### src/rtl/dmem_pkg.sv
// Shared definitions for the MEM-stage data-memory access controller.
package dmem_pkg;

  typedef enum logic [1:0] {
    IDLE = 2'd0,
    BUSY = 2'd1,
    DONE = 2'd2
  } state_t;

  localparam logic [31:0] BUBBLE          = 32'h0;
  localparam int unsigned TIMEOUT_DEFAULT = 255;

endpackage

### src/rtl/dmem_timeout_ctr.sv
// Clear/enable cycle counter; tc flags the last allowed cycle while enabled.
module dmem_timeout_ctr #(
  parameter int unsigned CNT_W    = 8,
  parameter int unsigned TERMINAL = 255
) (
  input  logic clk,
  input  logic rst_n,
  input  logic clr,
  input  logic en,
  output logic tc
);

  logic [CNT_W-1:0] count;

  always_ff @(posedge clk or negedge rst_n) begin
    if (!rst_n)
      count <= '0;
    else if (clr)
      count <= '0;
    else if (en)
      count <= count + CNT_W'(1);
  end

  assign tc = en && (count == CNT_W'(TERMINAL - 1));

endmodule

### src/rtl/dmem_access_ctrl.sv
// MEM-stage req/ack controller: holds the EX/MEM op, stalls upstream and
// feeds MEM/WB bubbles until the variable-latency data memory completes.
module dmem_access_ctrl
  import dmem_pkg::*;
#(
  parameter int unsigned TIMEOUT_CYCLES = TIMEOUT_DEFAULT,
  parameter int unsigned CNT_W          = 8
) (
  input  logic        Clk,
  input  logic        Rst_n,
  input  logic        MemRead_In,
  input  logic        MemWrite_In,
  input  logic [31:0] Address_In,
  input  logic [31:0] WriteData_In,
  input  logic [4:0]  WriteReg_In,
  input  logic        RegWrite_In,
  input  logic        MemtoReg_In,
  output logic        DM_Req,
  output logic        DM_We,
  output logic [31:0] DM_Addr,
  output logic [31:0] DM_WData,
  input  logic        DM_Ack,
  input  logic [31:0] DM_RData,
  output logic [31:0] DM_RD,
  output logic [31:0] ALUResult_Out,
  output logic [4:0]  WR_Out,
  output logic        RW_Out,
  output logic        MtR_Out,
  output logic        C_MemRead,
  output logic        Stall,
  output logic        Timeout_Err
);

  state_t      state, state_nxt;
  logic [31:0] addr_q, wdata_q, data_q;
  logic [4:0]  wreg_q;
  logic        rw_q, mtr_q, rd_q, we_q, err_q;
  logic        mem_op, busy, tc, finish;

  assign mem_op = MemRead_In | MemWrite_In;
  assign busy   = (state == BUSY);
  assign finish = busy & (DM_Ack | tc);

  dmem_timeout_ctr #(
    .CNT_W    (CNT_W),
    .TERMINAL (TIMEOUT_CYCLES)
  ) u_timeout_ctr (
    .clk   (Clk),
    .rst_n (Rst_n),
    .clr   (finish),
    .en    (busy),
    .tc    (tc)
  );

  always_ff @(posedge Clk or negedge Rst_n) begin
    if (!Rst_n)
      state <= IDLE;
    else
      state <= state_nxt;
  end

  always_comb begin
    state_nxt     = state;
    DM_Req        = 1'b0;
    Stall         = 1'b0;
    DM_RD         = BUBBLE;
    ALUResult_Out = BUBBLE;
    WR_Out        = '0;
    RW_Out        = 1'b0;
    MtR_Out       = 1'b0;
    C_MemRead     = 1'b0;
    case (state)
      IDLE: begin
        if (mem_op) begin
          Stall     = 1'b1;
          state_nxt = BUSY;
        end else begin
          ALUResult_Out = Address_In;
          WR_Out        = WriteReg_In;
          RW_Out        = RegWrite_In;
          MtR_Out       = MemtoReg_In;
        end
      end
      BUSY: begin
        DM_Req = 1'b1;
        Stall  = 1'b1;
        if (DM_Ack || tc)
          state_nxt = DONE;
      end
      DONE: begin
        DM_RD         = data_q;
        ALUResult_Out = addr_q;
        WR_Out        = wreg_q;
        RW_Out        = rw_q;
        MtR_Out       = mtr_q;
        C_MemRead     = rd_q;
        state_nxt     = IDLE;
      end
      default: state_nxt = IDLE;
    endcase
  end

  // Simultaneous read+write requests are executed as a write.
  always_ff @(posedge Clk or negedge Rst_n) begin
    if (!Rst_n) begin
      addr_q  <= '0;
      wdata_q <= '0;
      data_q  <= '0;
      wreg_q  <= '0;
      rw_q    <= 1'b0;
      mtr_q   <= 1'b0;
      rd_q    <= 1'b0;
      we_q    <= 1'b0;
      err_q   <= 1'b0;
    end else begin
      if (state == IDLE && mem_op) begin
        addr_q  <= Address_In;
        wdata_q <= WriteData_In;
        wreg_q  <= WriteReg_In;
        rw_q    <= RegWrite_In;
        mtr_q   <= MemtoReg_In;
        we_q    <= MemWrite_In;
        rd_q    <= MemRead_In & ~MemWrite_In;
      end
      if (finish)
        data_q <= (DM_Ack && rd_q) ? DM_RData : BUBBLE;
      if (busy && tc && !DM_Ack)
        err_q <= 1'b1;
    end
  end

  assign DM_We       = we_q;
  assign DM_Addr     = addr_q;
  assign DM_WData    = wdata_q;
  assign Timeout_Err = err_q;

endmodule

### config.mk
export PLATFORM = sky130hd
export DESIGN_NAME = dmem_access_ctrl
export DESIGN_NICKNAME = d
export VERILOG_FILES = /design/src/rtl/dmem_pkg.sv /design/src/rtl/dmem_timeout_ctr.sv /design/src/rtl/dmem_access_ctrl.sv
export SDC_FILE = /design/constraint.sdc
export NUM_CORES = 1
export LEC_CHECK = 0
export ABC_CLOCK_PERIOD_IN_PS = 2700
export CORE_ASPECT_RATIO = 1.1
export CORE_MARGIN = 4
export CORE_UTILIZATION = 39
export CTS_CLUSTER_DIAMETER = 150
export DETAILED_ROUTE_END_ITERATION = 8
export GPL_TIMING_DRIVEN = 0
export PLACE_DENSITY = 0.75
export REMOVE_ABC_BUFFERS = 1
export SYNTH_ARGS = -nofsm -noshare
export SYNTH_HDL_FRONTEND = slang
export SYNTH_HIERARCHICAL = 1
export SYNTH_SLANG_ARGS = --single-unit
export TNS_END_PERCENT = 30
### constraint.sdc
create_clock -name Clk -period 2.7 [get_ports Clk]
set_input_delay 0.405 -clock Clk [delete_from_list [all_inputs] [get_ports Clk]]
set_output_delay 0.405 -clock Clk [all_outputs]
set_load 0.02 [all_outputs]
==> metrics.md <==
| Metric | Value |
|---|---|
| Status | `completed` |
| Delay of the slowest critical-path stage | `0.59 ns` |
| Filler cells | `between 1000 and 1500` |
| Die area | `0.0164 sq mm` |
| Simple-gate share of the synthesized area | `about a tenth` |
| Area share of the largest cell type after synthesis | `between 50 and 60%` |
| Final worst-path cycle share | `96.7%` |
| DR pass1 iterations | `6` |
| Synth area leader | `dfrtp_1` |
| Via count of the first global-routing pass | `4897` |
| Post-Synth XOR/XNOR Area | `less than 1%` |
| CTS tree | `yes` |
| Total global-route track usage | `20.5%` |
| Setup crit start kind | `register` |
| Die height | `about 130 microns` |
| Post-route ant nets | `0` |
| Die span in x | `122 microns` |
| Worst-margin pin slew | `roughly 1.3 ns` |
| DP Cell Count | `842` |
| Synth cell count leaders | `116 x dfrtp_1, 69 x mux2_4, 40 x a22o_1, 35 x nand4_1, 34 x inv_1` |
| Count leader, synth | `dfrtp_1` |
| Critical path cell sequence | `nor4_4 -> buf_6 -> a22o_1 -> clkdlybuf4s50_1` |
| Routed vias/inst | `approximately 5.1` |
| HPWL Detailed | `around 11000 microns` |
| Cts bufs inserted | `17` |
| CP startpoint | `state[1]` |
| Final wirelength | `16800 microns` |
| Port Buf Inserts | `roughly 250` |
| Post-synth EDFFs | `0` |
| Crit-path max FO | `10` |
| Max VDD drop | `0.572 mV` |
| Post-Synth Adder-Cell Area | `0.445%` |
| Worst skew pair latency | `0.42 ns` |
| Final non-filler cell area | `0.00876 sq mm` |
| Fin nets | `793` |
| Placed Area | `around 0.0081 sq mm` |
| Syn-to-layout area delta | `55.9%` |
| Yosys reg bits | `between 100 and 150` |
| Initial antenna violation count | `0` |
| Share of cells above drive strength 1 | `19.3%` |
| Pre-CTS setup slack | `-0.813 ns` |
| Non-Filler Instances | `883` |
| Crit Reg-Reg Endpoint | `data_q[13]` |
| Hold Startpoint | `MemRead_In` |
| Synthesis Warnings | `6` |
| Pin count of the biggest net entering global routing | `73` |
| Worst r2r path cells | `5` |
| Synth Flop Type | `dfrtp_1` |
| CP max-delay cell | `clkdlybuf4s50_1` |
| H-tree levels | `4` |
| Top post-synthesis cells by area | `dfrtp_1 52%, mux2_4 18%, a22o_1 6.2%` |
| Post-Route Skew | `0.00644 ns` |
| Lkg Pwr | `3.93 nW` |
| Critical path class | `register to output pin` |
| PD cells | `1180 mW/mm^2` |
| Max Slew Vio Count | `0` |
| Final hold viol count | `0` |
| Drt drc | `0` |
| Initial DRC count | `216` |
| Crit path to | `ALUResult_Out[3]` |
| Ant diodes | `0` |
| Main combinational cell family by area after synthesis | `multiplexers` |
| Data arrival, critical path | `2.21 ns` |
| RSZ-0062 raised after global routing | `false` |
| Worst path depth | `4` |
| Wire length per cell | `~19 microns` |
| Post-Syn Area | `0.00562 sq mm` |
| First-pass GRT wire length | `26300 microns` |
| Tmin final | `between 2 and 3 ns` |
| CTS Sinks | `around 120` |
| Boundary pin count | `248` |
| Distinct cells, synth | `34` |
| WP data required | `2.30 ns` |
| CTS Root Cell | `clkbuf_16` |
| CP bufs+invs | `2` |
| Max-cap check violation count | `0` |
| Clock-pin slew on the worst setup and hold paths | `0.05 ns` |
| Initial Utilization | `40.2%` |
| HP Class | `primary input to register` |
| R2R Path Start | `state[0]` |
| Asr flop ratio synth | `100%` |
| Total congestion overflow | `0` |
| Fmax | `383 MHz` |
| Worst slew margin | `12.9%` |
| Mux contribution to synthesized area | `18.8%` |
| Via count | `4482` |
| Post-synthesis compound-gate area fraction | `10.8%` |
| Gpl congestion | `0.764` |
| Dominant delay contributor by cell family on the critical path | `buffers and inverters` |
| Total power | `10.4 mW` |
| Post-synthesis sequential area ratio | `51.7%` |
| Setup ws final | `0.0900 ns` |
| CP endpoint kind | `output pin` |
| R2r setup slk | `0.38 ns` |
| Final setup violation count | `0` |
| Deepest clock path buffer count | `2` |
| Rows | `45` |
| Syn avg cell area | `12.8 sq um` |
| Syn Inst Count | `between 400 and 500` |
| Core Area | `0.0140 sq mm` |
sequential cells by signal (all words and copies together) (netlist names), 2 cells and up:
name,cells
state,2
u_timeout_ctr/count,8
DM_Addr,32
data_q,32
wreg_q,5
DM_WData,32
logic make-up after synthesis:
family	count (synthesis)
fa+ha+maj	2
xor+xnor	4
flops	116
buf+inv	71
mux	71
compound gates	86
simple gates	90
timing repair:
action / in CTS / in global routing
resized for setup: 44 / 24
buffers inserted: 3 / 3
cloned: 2 / 0
setup endpoints to repair: 113 / 49
hold buffers: 1 / 0
hold endpoints to repair: 52 / 0
pin swaps: 1 / 1
placed cells by master (no fill, tap or decap), types with 2 or more instances in the layout:
cell type and instances:
buf_6 4, o21ai_0 3, clkdlybuf4s50_1 207, ha_1 2, and2_1 33, mux2_1 2, a21oi_1 5, buf_16 2
nor2_1 7, o21bai_1 2, o21ai_1 32, nand4_1 35, dlygate4sd2_1 23, a22o_1 40, nand2_1 3, dlymetal6s2s_1 4
dfrtp_1 113, clkinvlp_4 2, or3_1 3, nand3_1 2, clkinv_2 5, o21a_4 2, clkbuf_8 3, mux2_4 69
clkbuf_16 17, dfrtp_2 3, xor2_1 3, buf_4 5, clkbuf_2 11, inv_1 34, bufinv_16 3, nor2b_4 3
report_power, final:
| part | switching (mW) | total, mW | leakage (nW) | internal [mW] |
|---|---|---|---|---|
| Clock | 0.771 | 2.28 | 0.294 | 1.51 |
| Sequential | 0.640 | 3.18 | 1.42 | 2.54 |
| Combinational | 2.32 | 4.89 | 2.22 | 2.57 |
per-layer routing:
layer / vias up / track usage (%) / share of wire, %
met2: 194 / 35.6 / 51
met3: 23 / 7.42 / 9.3
li1: 2043 / - / -
met1: 2222 / 22.9 / 38
met5: - / 0 / 0
met4: 0 / 7.41 / 1.8
worst min-delay path by stage:
stage	to	slack (ns)	depth (start not counted)
6_report	rd_q	0.44	3
3_5_place_dp	DM_WData[21]	0.39	1
5_1_grt	DM_We	0.46	3
4_1_cts	Timeout_Err	0.49	1
2_1_floorplan	DM_Addr[0]	0.11	0
3_3_place_gp	Timeout_Err	0.47	1
layout make-up:
type / instances / area, sq um / area share (%)
sequential: 116 / 2910 / 33.2
multi-input combinational: 255 / 2330 / 26.6
clock inverter: 10 / 130 / 1.49
tap: 188 / 235 / 2.69
inverter: 34 / 128 / 1.46
clock buffer: 21 / 470 / 5.37
timing repair buffer: 259 / 2560 / 29.2
stage by stage:
stage	setup TNS [ns]	util (%)	hold WS, ns
floorplan	-67.18	-	0.109
global placement	-616.21	57.4	0.469
detailed placement	-28.75	58.1	0.388
CTS	0	62.6	0.490
global route	0	62.7	0.458
finish	0	62.7	0.442
worst register-to-register path, cell delays in order (launching register included):
cell     delay [ns]
dfrtp_2        0.52
nor2b_4        0.60
nand4_1        0.17
nor2_1         0.29
o21a_4         0.48
o21ai_1        0.14
No activity file was read; power rests on OpenSTA's default activity.
